## config.mk

```make
export PLATFORM = sky130hd
export DESIGN_NAME = sipo_deser
export DESIGN_NICKNAME = d
export VERILOG_FILES = /design/src/rtl/sipo_deser.sv
export SDC_FILE = /design/constraint.sdc
export NUM_CORES = 1
export LEC_CHECK = 0
export CAP_MARGIN = 5
export CORE_UTILIZATION = 57
export CTS_BUF_LIST = sky130_fd_sc_hd__clkbuf_4 sky130_fd_sc_hd__clkbuf_8
export CTS_CLUSTER_SIZE = 14
export DETAILED_ROUTE_END_ITERATION = 8
export GPL_ROUTABILITY_DRIVEN = 1
export PLACE_DENSITY = 0.85
export REMOVE_ABC_BUFFERS = 1
export SYNTH_ARGS = -nofsm -noshare
export SYNTH_HDL_FRONTEND = slang
export SYNTH_SLANG_ARGS = --single-unit
```

## constraint.sdc

```tcl
create_clock -name clk -period 2.37 [get_ports clk]
set_clock_uncertainty 0.1 [all_clocks]
set_input_delay 0.474 -clock clk [delete_from_list [all_inputs] [get_ports clk]]
set_output_delay 0.474 -clock clk [all_outputs]
set_load 0.05 [all_outputs]
```

## src/rtl/sipo_deser.sv

```systemverilog
// LSB-first serial-to-parallel deserializer with a one-word holding register and valid/ready output.
// Define SIPO_PARITY_EN to expect a trailing even-parity bit per frame and report it on parity_err.
module sipo_deser #(
  parameter int WIDTH = 4
) (
  input  logic             clk,
  input  logic             reset,
  input  logic             sin,
  input  logic             sin_valid,
  output logic             sin_ready,
  input  logic             clr,
  output logic [WIDTH-1:0] dout,
  output logic             dout_valid,
  input  logic             dout_ready,
  output logic             parity_err
);

`ifdef SIPO_PARITY_EN
  localparam int FRAME = WIDTH + 1;
`else
  localparam int FRAME = WIDTH;
`endif
  localparam int CNT_W = $clog2(FRAME);

  typedef enum logic [1:0] {
    IDLE    = 2'd0,
    COLLECT = 2'd1,
    STALL   = 2'd2
  } state_t;

  state_t           state;
  state_t           state_next;
  logic [CNT_W-1:0] cnt;
  logic [WIDTH-1:0] acc;
  logic [WIDTH-1:0] acc_next;

  logic accept;
  logic consume;
  logic last_bit;
  logic deliver;

  assign accept  = sin_valid && sin_ready;
  assign consume = dout_valid && dout_ready;
  // clr wins over a final bit arriving in the same cycle
  assign last_bit = accept && !clr && (cnt == CNT_W'(FRAME - 1));
  assign deliver  = last_bit && (!dout_valid || dout_ready);

  // Accumulator with the current bit merged in; with parity the final bit leaves acc untouched.
  always_comb begin
    acc_next = acc;
    for (int i = 0; i < WIDTH; i++) begin
      if (accept && (cnt == CNT_W'(i))) begin
        acc_next[i] = sin;
      end
    end
  end

  always_ff @(posedge clk or posedge reset) begin
    if (reset) begin
      state <= IDLE;
    end else begin
      state <= state_next;
    end
  end

  always_comb begin
    state_next = state;
    case (state)
      IDLE, COLLECT: begin
        if (clr) begin
          state_next = IDLE;
        end else if (last_bit) begin
          state_next = deliver ? IDLE : STALL;
        end else if (accept) begin
          state_next = COLLECT;
        end
      end
      STALL: begin
        if (consume) begin
          state_next = IDLE;
        end
      end
      default: state_next = IDLE;
    endcase
  end

  always_comb begin
    sin_ready = (state != STALL);
  end

  always_ff @(posedge clk or posedge reset) begin
    if (reset) begin
      acc        <= '0;
      cnt        <= '0;
      dout       <= '0;
      dout_valid <= 1'b0;
    end else begin
      if (consume) begin
        dout_valid <= 1'b0;
      end
      if (state == STALL) begin
        // a parked word is never discarded, clr is ignored here
        if (consume) begin
          dout       <= acc;
          dout_valid <= 1'b1;
          acc        <= '0;
        end
      end else if (clr) begin
        acc <= '0;
        cnt <= '0;
      end else if (accept) begin
        if (last_bit) begin
          cnt <= '0;
          if (deliver) begin
            dout       <= acc_next;
            dout_valid <= 1'b1;
            acc        <= '0;
          end else begin
            acc <= acc_next;
          end
        end else begin
          cnt <= cnt + CNT_W'(1);
          acc <= acc_next;
        end
      end
    end
  end

`ifdef SIPO_PARITY_EN
  logic parity_reg;
  logic stall_par;

  always_ff @(posedge clk or posedge reset) begin
    if (reset) begin
      parity_reg <= 1'b0;
      stall_par  <= 1'b0;
    end else if (state == STALL) begin
      if (consume) begin
        parity_reg <= (^acc) ^ stall_par;
      end
    end else if (deliver) begin
      parity_reg <= (^acc) ^ sin;
    end else if (last_bit) begin
      stall_par <= sin;
    end
  end

  assign parity_err = parity_reg;
`else
  assign parity_err = 1'b0;
`endif

endmodule

```

==> results of run 1 <==
-- state kept, by name, indices dropped and copies added, names as in the netlist --
register,flops
dout_valid,1
acc,4
cnt,2
dout,4
state,2
-- layout make-up --
class / count / area (µm²) / area share [%]
multi-input cells: 54 / 374.1 / 41.94
flip-flops and latches: 13 / 325.3 / 36.47
repair buffers: 11 / 107.6 / 12.06
inverters: 10 / 37.54 / 4.208
clock buffers: 4 / 30.03 / 3.366
well taps: 14 / 17.52 / 1.964
-- cell usage in the layout (no fill, tap or decap) --
cell type	instances
sky130_fd_sc_hd__dfrtp_1	13
sky130_fd_sc_hd__clkdlybuf4s50_1	10
sky130_fd_sc_hd__inv_1	9
sky130_fd_sc_hd__nor2_1	7
sky130_fd_sc_hd__a21oi_1	7
sky130_fd_sc_hd__nand2_1	6
sky130_fd_sc_hd__nand3_1	4
sky130_fd_sc_hd__o21ai_0	4
sky130_fd_sc_hd__ha_1	4
sky130_fd_sc_hd__clkbuf_4	4
sky130_fd_sc_hd__o22ai_1	3
sky130_fd_sc_hd__mux2i_1	3
sky130_fd_sc_hd__o2111a_1	2
sky130_fd_sc_hd__and3_1	2
sky130_fd_sc_hd__a22o_1	2
sky130_fd_sc_hd__nor2_2	1
sky130_fd_sc_hd__inv_2	1
sky130_fd_sc_hd__and2b_2	1
sky130_fd_sc_hd__mux2_2	1
sky130_fd_sc_hd__nand3b_4	1
sky130_fd_sc_hd__nor3b_1	1
sky130_fd_sc_hd__a211oi_4	1
sky130_fd_sc_hd__a31o_2	1
sky130_fd_sc_hd__nand4_1	1
sky130_fd_sc_hd__a31oi_1	1
sky130_fd_sc_hd__conb_1	1
sky130_fd_sc_hd__buf_4	1
-- per-stage QoR --
stage	setup slack, ps	std cells
6_report	282.1	106
5_1_grt	193.4	106
4_1_cts	279.0	106
3_5_place_dp	222.2	102
3_3_place_gp	303.3	102
2_1_floorplan	758.7	77
-- how the worst min path moves through the flow --
stage / startpoint / slack [ps] / end
floorplan: reset / 250 / acc[0]
global placement: acc[3] / 390 / acc[3]
detailed placement: acc[3] / 410 / acc[3]
CTS: acc[3] / 430 / acc[3]
global route: acc[3] / 450 / acc[3]
finish: reset / 430 / dout[3]
-- where the power goes --
part	leakage (nW)	total, mW	switching, mW	internal [mW]
Combinational	0.275	0.0243	0.0153	0.00896
Clock	0.0184	0.152	0.0751	0.0765
Sequential	0.161	0.222	0	0.222
Total	0.454	0.397	0.0904	0.307
-- kinds of logic after synthesis --
group | Yosys count
other | 1
buffers and inverters | 13
AOI/OAI and AO/OA | 21
and+or+nand+nor | 24
DFF | 13
adders and majority gates | 4
muxes | 4
-- per-layer routing --
layer | vias up | part of all wire (%)
met5 | - | 0
met4 | 0 | 1.1
met2 | 25 | 49
met3 | 2 | 4.8
li1 | 300 | -
met1 | 298 | 45
==> results.ini, run 1 <==
[outcome]
status=completed

[worst_setup_path]
cell_chain_critical_path=clkdlybuf4s50_1
regToRegSetupSlack_ps=690
crit_fanout=6
critical_path_depth=1
required_ps=1800
critical-path-slowest-cell=sky130_fd_sc_hd__clkdlybuf4s50_1
crit_path_end=dout_valid
critical_path.startpoint_type=flip-flop
cp.buffers_inverters=1
r2r_start=cnt[0]
reg2reg_depth=5
critPathMaxStageDelay_ps=830
worst_path_dominant_cell_family=buffers and inverters
cp_capture_type=primary output
worstReg2RegEnd=dout[2]
crit_start=dout_valid
crit_type=reg2out
worstPathArrival_ps=1510

[sta]
whs_ps=429.9
timing.fmax_ghz=0.4789
timing.final.crit_period_ps=2088
slew-limit-headroom_pct=65.88
finalCritPeriodShare_pct=88.10
final-max-slew-violation-count=0
final-hold-violation-count=0
rsz0062_at_grt=no
setup_viol_count_final=0
timing_worst_slew_pin_value_ps=511.2
setup-tns-final_ps=0

[cts]
numCtsBuffers=3
postCtsHoldBufs=0
post_cts_setup_buffers=0
clock-root-buffer=sky130_fd_sc_hd__clkbuf_4
worstSkewPairLatency_ps=270
tritoncts=built
cts_repair_resize_count=0
numClockSinks=13
clock_tree.buffer_depth=2
htreeDepth=1
clk_transition_reported_paths_ps=90

[floorplan]
ioPinCount=13
fp.dieArea_um2=1489
initial_core_util_pct=65.17
coreArea_um2=1171
fp-row-count=12
die_h_um=38.59
dieWidth_um=38.59

[synth]
yosys-mux-area-fraction_pct=5.410
synth_async_sr_flop_share_pct=100.0
postSynthRegisterBits=13
netlist_top_cells_count=13 x sky130_fd_sc_hd__dfrtp_1, 9 x sky130_fd_sc_hd__inv_1, 7 x sky130_fd_sc_hd__a21oi_1, 7 x sky130_fd_sc_hd__nor2_1, 6 x sky130_fd_sc_hd__nand2_1
synth_top_flop_cell=sky130_fd_sc_hd__dfrtp_1
simple_gate_portion_of_the_synthesized_area_pct=17.05
seq_area_frac_synth_pct=42.62
synth_top_family_by_area=compound AO/OA/AOI/OAI gates
synth_fa_ha_area_share_pct=6.557
avgSynthCellArea_um2=9.540
synth.distinct_cells=26
synth_most_common_cell=sky130_fd_sc_hd__dfrtp_1
synth_compound_gate_area_share_pct=19.51
ys_top_cells_by_area=sky130_fd_sc_hd__dfrtp_1 43%, sky130_fd_sc_hd__ha_1 6.6%, sky130_fd_sc_hd__a21oi_1 4.6%
number_of_enable_type_register_cells_in_the_synthesized_netlist=0
cell_area_after_synthesis_um2=763.2
synthXorXnorAreaFrac_pct=0
synth_top_area_share_pct=42.62
yosys_warnings=0
library_cell_occupying_the_most_area_in_the_post_synthesis_netlist=sky130_fd_sc_hd__dfrtp_1
netlist_instances=80

[place]
placement.io_buffers=11
dpl_cell_area_um2=862.1
routabilityCongestion=0.7997
dpl.hpwl_mm=1.087

[min_path]
worstHoldPathType=in2async

[grt]
grt_busiest_layer=met2
gr-usage-met2_pct=43.33
met1_usage_pct=32.18
grt_antenna_before_repair=0
grt_start_max_net_pins=15
grtUsageMet3_pct=3.468
via_count_of_the_first_global_routing_pass=596
grt_pass1_wl_mm=2.539
track_usage_pct=25.43
overflow=0

[cells_and_area]
filler_instances=90
fin_area_um2=892.1
final_nets=103
final_layout_size_suffix_gt1_share_pct=13.04
antenna-diode-count=0
postLayoutCoreUtil_pct=76.18
area_delta_synth_final_pct=16.89

[routing]
detailroute.via_count=625
detailedRoute.firstPassIterationCount=4
post_dr_vias_cell=5.896
drt_iter0_drc=12
drt_wl_total_mm=1.515
drt.antenna.violating_nets=0
wire_per_inst_um=14.29
drcViolationCount=0

[pwr]
report.power.total_mw=0.3975
power_density_nw_per_um2=445.5
power.ir.vdd_worst_mv=0.6148
p_leak_nw=0.4539

[job]
cap_viol_max_count=0

Note: power is estimated with default switching activity, not from simulation.
==> run 2, diff against run 1 <==
--- a/config.mk
+++ b/config.mk
@@ -6,12 +6,16 @@
 export NUM_CORES = 1
 export LEC_CHECK = 0
 export CAP_MARGIN = 5
-export CORE_UTILIZATION = 57
+export CELL_PAD_IN_SITES_DETAIL_PLACEMENT = 0
+export CELL_PAD_IN_SITES_GLOBAL_PLACEMENT = 1
+export CORE_ASPECT_RATIO = 1.25
+export CORE_UTILIZATION = 44
 export CTS_BUF_LIST = sky130_fd_sc_hd__clkbuf_4 sky130_fd_sc_hd__clkbuf_8
 export CTS_CLUSTER_SIZE = 14
 export DETAILED_ROUTE_END_ITERATION = 8
 export GPL_ROUTABILITY_DRIVEN = 1
-export PLACE_DENSITY = 0.85
+export MAX_ROUTING_LAYER = met4
+export PLACE_DENSITY_LB_ADDON = 0.1
 export REMOVE_ABC_BUFFERS = 1
 export SYNTH_ARGS = -nofsm -noshare
 export SYNTH_HDL_FRONTEND = slang
==> run 2 against run 1 <==
Net effect: global-route usage decreased by 6.2 points; total power decreased by 0.88%; utilization decreased by 20 points; critical path type unchanged; largest cell class unchanged; highest routed layer unchanged.
==> results.ini, run 2 (same netlist as run 1, synthesis figures left out) <==
[outcome]
status=completed  ; unchanged

[cts]
clock-root-buffer=sky130_fd_sc_hd__clkbuf_4  ; unchanged
worstSkewPairLatency_ps=270  ; about the same
numClockSinks=13  ; unchanged
htreeDepth=1  ; unchanged
numCtsBuffers=3  ; unchanged
clk_transition_reported_paths_ps=80  ; was 90 ps
cts_repair_resize_count=0  ; unchanged
post_cts_setup_buffers=0  ; unchanged
postCtsHoldBufs=0  ; unchanged
tritoncts=built  ; unchanged
clock_tree.buffer_depth=2  ; unchanged

[routing]
drt_iter0_drc=10  ; was 12
wire_per_inst_um=13.20  ; was 14.29 µm
drt_wl_total_mm=1.452  ; was 1.515 mm
drt.antenna.violating_nets=0  ; unchanged
drcViolationCount=0  ; unchanged
detailroute.via_count=591  ; was 625
detailedRoute.firstPassIterationCount=3  ; was 4
post_dr_vias_cell=5.373  ; was 5.896

[floorplan]
fp.dieArea_um2=1906  ; was 1489 µm²
coreArea_um2=1602  ; was 1171 µm²
die_h_um=48.57  ; was 38.59 µm
ioPinCount=13  ; unchanged
dieWidth_um=39.25  ; was 38.59 µm
initial_core_util_pct=47.66  ; was 65.17%
fp-row-count=16  ; was 12

[pwr]
power.ir.vdd_worst_mv=0.2942  ; was 0.6148 mV
clock_power_share_pct=37.6  ; was 38.1%
switching_part_of_the_total_power_pct=22.05  ; was 22.74%
p_leak_nw=0.4539  ; unchanged
power_density_nw_per_um2=439.2  ; was 445.5 nW/µm²
seq_power_share_pct=56.2  ; was 55.7%
internal_power_mw=0.3071  ; about the same
share_comb_of_total_power_pct=6.1  ; about the same
p_switching_mw=0.08688  ; was 0.09040 mW

[sta]
finalCritPeriodShare_pct=88.23  ; was 88.10%
rsz0062_at_grt=no  ; unchanged
final-hold-violation-count=0  ; unchanged
whs_ps=418.7  ; was 429.9 ps
setup-tns-final_ps=0  ; unchanged
timing.final.crit_period_ps=2091  ; was 2088 ps
setup_viol_count_final=0  ; unchanged
timing.fmax_ghz=0.4782  ; was 0.4789 GHz
final-max-slew-violation-count=0  ; unchanged

[cells_and_area]
antenna-diode-count=0  ; unchanged
final_layout_size_suffix_gt1_share_pct=13.04  ; unchanged
final_cell_count_no_fill=110  ; was 106
fin_area_um2=897.1  ; was 892.1 µm²
postLayoutCoreUtil_pct=56.02  ; was 76.18%
commonest_non_fill_non_tap_cells_in_the_layout=13 x sky130_fd_sc_hd__dfrtp_1, 10 x sky130_fd_sc_hd__clkdlybuf4s50_1, 9 x sky130_fd_sc_hd__inv_1, 7 x sky130_fd_sc_hd__nor2_1, 7 x sky130_fd_sc_hd__a21oi_1  ; unchanged
final_nets=103  ; unchanged
area_delta_synth_final_pct=17.54  ; was 16.89%
layout.cells.most_common=sky130_fd_sc_hd__dfrtp_1  ; unchanged
top_registers=acc: 4 flops, dout: 4 flops  ; unchanged

[worst_setup_path]
cell_chain_critical_path=clkdlybuf4s50_1  ; unchanged
r2r_start=cnt[0]  ; unchanged
worst_path_dominant_cell_family=buffers and inverters  ; unchanged
critical_path.startpoint_type=flip-flop  ; unchanged
critPathMaxStageDelay_ps=830  ; about the same
crit_start=dout_valid  ; unchanged
crit_type=reg2out  ; unchanged
required_ps=1800  ; about the same
regToRegSetupSlack_ps=730  ; was 690 ps
critical-path-slowest-cell=sky130_fd_sc_hd__clkdlybuf4s50_1  ; unchanged
cp_capture_type=primary output  ; unchanged
reg2reg_depth=5  ; unchanged
worstReg2RegEnd=dout[2]  ; unchanged
worstPathArrival_ps=1520  ; was 1510 ps
cp.buffers_inverters=1  ; unchanged
crit_fanout=6  ; unchanged

[grt]
track_usage_pct=19.28  ; was 25.43%
grt_start_max_net_pins=15  ; unchanged
overflow=0  ; unchanged
grt_antenna_before_repair=0  ; unchanged
via_count_of_the_first_global_routing_pass=631  ; was 596
grt_pass1_wl_mm=2.518  ; was 2.539 mm

[place]
placement.io_buffers=11  ; unchanged
dpl_cell_area_um2=867.1  ; was 862.1 µm²
dpl.hpwl_mm=1.117  ; was 1.087 mm
routabilityCongestion=0.7520  ; was 0.7997
place_inst=106  ; was 102

[job]
cap_viol_max_count=0  ; unchanged

[min_path]
worstHoldPathType=in2async  ; unchanged

[run 2: per-stage QoR]
step | setup slack, ps | total power [mW]
after global routing | 219.2 | 0.4138
after CTS | 260.2 | 0.4019
after global placement | 286.2 | 0.2500
after floorplan | 758.7 | 0.2351
after detailed placement | 232.6 | 0.2504
final | 278.8 | 0.3940
[run 2: worst max path at each step]
stage	end	cells after the start
after CTS	dout_valid	1
after global placement	dout[2]	5
after floorplan	acc[2]	4
final	dout_valid	1
after global routing	dout_valid	1
after detailed placement	dout[2]	5
[run 2: layout make-up]
type	count	area, µm²
fillers	156	704.4
multi-input cells	54	374.1
flip-flops and latches	13	325.3
repair buffers	11	107.6
inverters	10	37.54
clock buffers	4	30.03
well taps	18	22.52
[run 2: routing by layer]
layer / global-route usage, % / up-vias / wire [µm]
li1: - / 302 / -
met3: 2.752 / 4 / 47
met2: 29.44 / 11 / 681
met5: - / - / 0
met1: 24.40 / 274 / 696
met4: 9.195 / 0 / 27
[run 2: worst reg2reg max path, stage by stage, from the launching register on]
cell                       delay [ps]
sky130_fd_sc_hd__dfrtp_1          420
sky130_fd_sc_hd__ha_1             320
sky130_fd_sc_hd__nand3b_4         120
sky130_fd_sc_hd__a211oi_4         400
sky130_fd_sc_hd__nor2_1            70
sky130_fd_sc_hd__a31oi_1          150
[run 2: power groups by stage]
stage / sequential [mW] / combinational [mW] / clock, mW
after floorplan: 0.226 / 0.00912 / 0
after global placement: 0.226 / 0.0240 / 0
after detailed placement: 0.226 / 0.0244 / 0
after CTS: 0.222 / 0.0245 / 0.156
after global routing: 0.222 / 0.0271 / 0.165
final: 0.222 / 0.0242 / 0.148
==> run 3, diff against run 2 <==
--- a/config.mk
+++ b/config.mk
@@ -5,7 +5,6 @@
 export SDC_FILE = /design/constraint.sdc
 export NUM_CORES = 1
 export LEC_CHECK = 0
-export CAP_MARGIN = 5
 export CELL_PAD_IN_SITES_DETAIL_PLACEMENT = 0
 export CELL_PAD_IN_SITES_GLOBAL_PLACEMENT = 1
 export CORE_ASPECT_RATIO = 1.25
==> results of run 3 <==
Same layout as run 2: the final DEF is identical, and so are final timing and power.
==> edit 1 (settings of run 3) <==
Build with the macro `SIPO_PARITY_EN` defined.
--- a/src/rtl/sipo_deser.sv
+++ b/src/rtl/sipo_deser.sv
@@ -1,4 +1,6 @@
 // LSB-first serial-to-parallel deserializer with a one-word holding register and valid/ready output.
 // Define SIPO_PARITY_EN to expect a trailing even-parity bit per frame and report it on parity_err.
+`define SIPO_PARITY_EN
+
 module sipo_deser #(
   parameter int WIDTH = 4
Check against the original RTL: not equivalent (Yosys sat finds a counterexample within 10 cycles, from zero or initial values and one cycle with reset high).
==> edit 1 against run 3 <==
The run now ends with DRC left; synthesized area increased by 26%; routed wire length grew 27%; critical path depth is the same; non-clock buffer count up 4; cell count up 15%; sequential cell count grew 3; combinational power rose to 4.6 times the old value; design area is 26% higher; via count up 20%; power is 48% higher; setup slack gained 23 ps; critical endpoint unchanged; largest cell class unchanged; largest power group unchanged; highest routed layer unchanged.
==> edit 1: results (changes against run 3) <==
INFO  metric hold_path.class = register to register
INFO  metric globalplace.congestion = 0.782 (+4.0%)
INFO  metric post_cts_buffers = 0 (unchanged)
INFO  metric outcome = finished, violations left
INFO  metric reg.largest.list = acc x4, dout x4, cnt x3
INFO  metric finalCoreUtilization = 56.6% (+0.54 points)
INFO  metric placement.cell_area = 0.00110 sq mm (+27%)
INFO  metric hpwl = 1.39 mm (+24%)
INFO  metric vias = 710 (+20%)
INFO  metric yosys-top-cells-count = dfrtp_1 (16), inv_1 (9), nand2_1 (7), mux2_1 (6), o22ai_1 (6)
INFO  metric critical_path_peak_fanout = 5 (-1)
INFO  metric firstDrtPassIters = 6 (+3)
INFO  metric leakage = 0.000520 uW (+14%)
INFO  metric grt_start_max_net_pins = 17 (+2)
INFO  metric portBuffers = 12 (+1)
INFO  metric layout_cell_share_with_drive_strength_beyond_1 = 18.7% (+5.6 points)
INFO  metric power.ir.vdd_worst = 0.000314 V (+6.7%)
INFO  metric route.detailed.wl_per_inst = 14.6 microns (+10%)
INFO  metric dr.first_iter.drc_count = 12 (+2)
INFO  metric synth_area_leaders = dfrtp_1 (42%), mux2_1 (7.0%), ha_1 (6.5%), mux2_2 (5.9%), o22ai_1 (3.9%)
INFO  metric nets_finish = 119 (+16%)
INFO  metric critical_path.top_delay_family = buffers and inverters
INFO  metric failed_checks = DRC
INFO  metric synth.lib_cells_used.distinct = 31 (+19%)
INFO  metric worst_case_setup_slack_after_placement = 127 ps (-106 ps)
INFO  metric grt_first_pass_wirelength = 3.13 mm (+24%)
INFO  metric antennaDiodeCount = 0 (unchanged)
INFO  metric route.detailed.drc = 1 (+1)
INFO  metric fillCellCount = 193 (+24%)
INFO  metric seq_area_frac_synth = 41.8% (-0.85 points)
INFO  metric grt_pass1_vias = 700 (+11%)
==> edit 1: layer usage <==
metal	wire, microns	vias up	global-route usage, %
met1	861	343	23.1
met4	14	0	7.81
li1	-	352	-
met2	922	13	32.3
met3	51	2	3.02
met5	0	-	-
==> edit 1: logic make-up (layout without fill, tap and decap cells) <==
kind of cell,count (synthesis),in the layout,share of synthesized area [%]
AND/OR/NAND/NOR,23,23,14.1
AO/OA/AOI/OAI,18,18,13.1
buffers and inverters,12,29,6.92
adder cells (fa/ha/maj),5,5,6.53
XOR/XNOR,4,4,3.66
flip-flops,16,16,41.8
multiplexers,12,12,14.0
==> edit 1: final cells by class <==
cell class	count	share of cell area, %
multi-input combinational	62	43.4
sequential	16	35.3
timing repair buffer	15	12.4
inverter	10	3.53
clock buffer	4	3.20
tap	20	2.21
==> edit 1: metrics by stage <==
stage / power, uW / std cells
after detailed placement: 410 / 123
after floorplan: 371 / 88
final: 584 / 127
after global routing: 611 / 127
after global placement: 409 / 123
after CTS: 593 / 127
==> edit 1: report_power, final <==
part | total, uW | leakage, uW | internal, uW | switching (uW)
Combinational | 111 | 0.000279 | 46.7 | 64.0
Clock | 180 | 0.0000210 | 93.5 | 86.2
Sequential | 294 | 0.000219 | 285 | 9.30
Total | 584 | 0.000520 | 425 | 159
==> edit 1: worst paths after layout <==
kind	depth (start not counted)	startpoint	to	slack, ps
worst max-delay path	1	dout_valid	dout_valid	300
worst min-delay path	1	state[1]	state[0]	380
worst max register to register	6	cnt[1]	stall_par	390
worst min register to register	1	state[1]	state[0]	380
max in group asynchronous	2	reset	cnt[0]	1310
min in group asynchronous	2	reset	acc[1]	460
==> edit 2 (config.mk and constraints of run 3) <==
Without the edit above. The 3 states of `state_t` get a one-hot encoding in 3 bits.
--- a/src/rtl/sipo_deser.sv
+++ b/src/rtl/sipo_deser.sv
@@ -23,8 +23,8 @@
   localparam int CNT_W = $clog2(FRAME);
 
-  typedef enum logic [1:0] {
-    IDLE    = 2'd0,
-    COLLECT = 2'd1,
-    STALL   = 2'd2
+  typedef enum logic [2:0] {
+    IDLE    = 3'b001,
+    COLLECT = 3'b010,
+    STALL   = 3'b100
   } state_t;
 
Formal check against the unedited RTL: no difference found for any inputs over 10 cycles, from zero or initial values and one cycle with reset high; not proved beyond that.
==> edit 2 against run 3 <==
Global-route usage is 1.2 points higher; setup slack worse by 130 ps; routed wire length is 30% higher; design area is 17% higher; non-clock buffer count is 5 higher; first-iteration DRC count is 10% higher; synthesized area is 13% higher; sequential cell count is 1 higher; critical endpoint unchanged; largest cell class unchanged; highest routed layer unchanged.
Power is not compared: it rests on default switching activity, and its combinational part moved more than twofold at a synthesized area within 25%.
==> edit 2: results (changes against run 3) <==
INFO  metric clock_slew_at_the_register_clock_pins_of_the_worst_setup_and_hold_paths = 90 ps
INFO  metric synth.lib_cells_used.distinct = 25 (-3.8%)
INFO  metric worst_case_setup_slack_after_placement = 142 ps (-90.7 ps)
INFO  metric synth-xor-area-share = 1.01% (+1.0 points)
INFO  metric post_synth_fa_ha_maj_area_fraction = 5.78% (-0.78 points)
INFO  metric yosys-top-cells-count = dfrtp_1 (13), nand2_1 (11), o21ai_0 (10), inv_1 (8)
INFO  metric seq_area_frac_synth = 40.6% (-2.0 points)
INFO  metric hold_path.class = register to register
INFO  metric cpPeakStageDelay = 860 ps (+30 ps)
INFO  metric met2_usage = 34.1% (+4.7 points)
INFO  metric netSwitchingPower = 159 uW
INFO  metric synth_compound_gate_area_share = 18.8% (-0.72 points)
INFO  metric grt_first_pass_wirelength = 3.24 mm (+29%)
INFO  metric grt_pass1_vias = 696 (+10%)
INFO  metric grtUsageMet1 = 24.6% (+0.21 points)
INFO  metric firstDrtPassIters = 4 (+1)
INFO  metric critical_path_arrival = 1650 ps (+130 ps)
INFO  metric placement.cell_area = 0.00101 sq mm (+17%)
INFO  metric antennaDiodeCount = 0 (unchanged)
INFO  metric nets_finish = 118 (+15%)
INFO  metric critical_path_peak_fanout = 9 (+3)
INFO  metric muxShareOfSynthArea = 10.5% (+5.1 points)
INFO  metric ctsResizeCount = 0 (unchanged)
INFO  metric power.combinational.fraction = 20.2%
INFO  metric power.ir.vdd_worst = 0.000264 V
INFO  metric outcome = complete, no violations
INFO  metric route.detailed.drc = 0 (unchanged)
INFO  metric hpwl = 1.39 mm (+25%)
INFO  metric layout_cell_share_with_drive_strength_beyond_1 = 20.6% (+7.5 points)
INFO  metric detailroute.wirelength.met2 = 979 microns (+44%)
INFO  metric met3_usage = 2.78% (+0.025 points)
INFO  metric wl_met3 = 77 microns (+64%)
INFO  metric globalplace.congestion = 0.749 (-0.41%)
INFO  metric routedLengthMet1 = 809 microns (+16%)
INFO  metric via_per_inst = 5.77 (+7.4%)
INFO  metric synth_area_leaders = dfrtp_1 (38%), mux2_2 (6.5%), ha_1 (5.8%), o21ai_0 (5.8%), nand2_1 (4.8%)
INFO  metric reg.largest.list = acc x4, dout x4, state x3
INFO  metric finalWirelength = 1.89 mm (+30%)
INFO  metric largest_buffer_count_on_any_clock_path = 2 (unchanged)
INFO  metric dr.first_iter.drc_count = 11 (+1)
INFO  metric grtUsageTotal = 20.5% (+1.2 points)
edit 2: layout make-up:
| class | count | area (sq um) |
|---|---|---|
| fill | 169 | 759 |
| clock buffer | 4 | 36.3 |
| sequential | 14 | 352 |
| inverter | 9 | 33.8 |
| multi-input combinational | 64 | 458 |
| tap | 19 | 23.8 |
| timing repair buffer | 16 | 145 |
edit 2: stage by stage:
step / hold WS [ps] / instances / util, %
after global routing: 434 / 126 / 58.0
after detailed placement: 401 / 122 / 56.0
after CTS: 420 / 126 / 58.0
after floorplan: 263 / 87 / -
final: 413 / 126 / 58.0
after global placement: 391 / 122 / 56.0
edit 2: worst paths after layout:
check	start	endpoint	slack, ps	cells after the start
worst max register to register	state[0]	dout[0]	380	5
worst min register to register	dout[1]	dout[1]	410	1
min in group asynchronous	reset	acc[0]	440	2
max in group asynchronous	reset	state[0]	1360	2
worst max-delay path	dout_valid	dout_valid	150	1
worst min-delay path	dout[1]	dout[1]	410	1
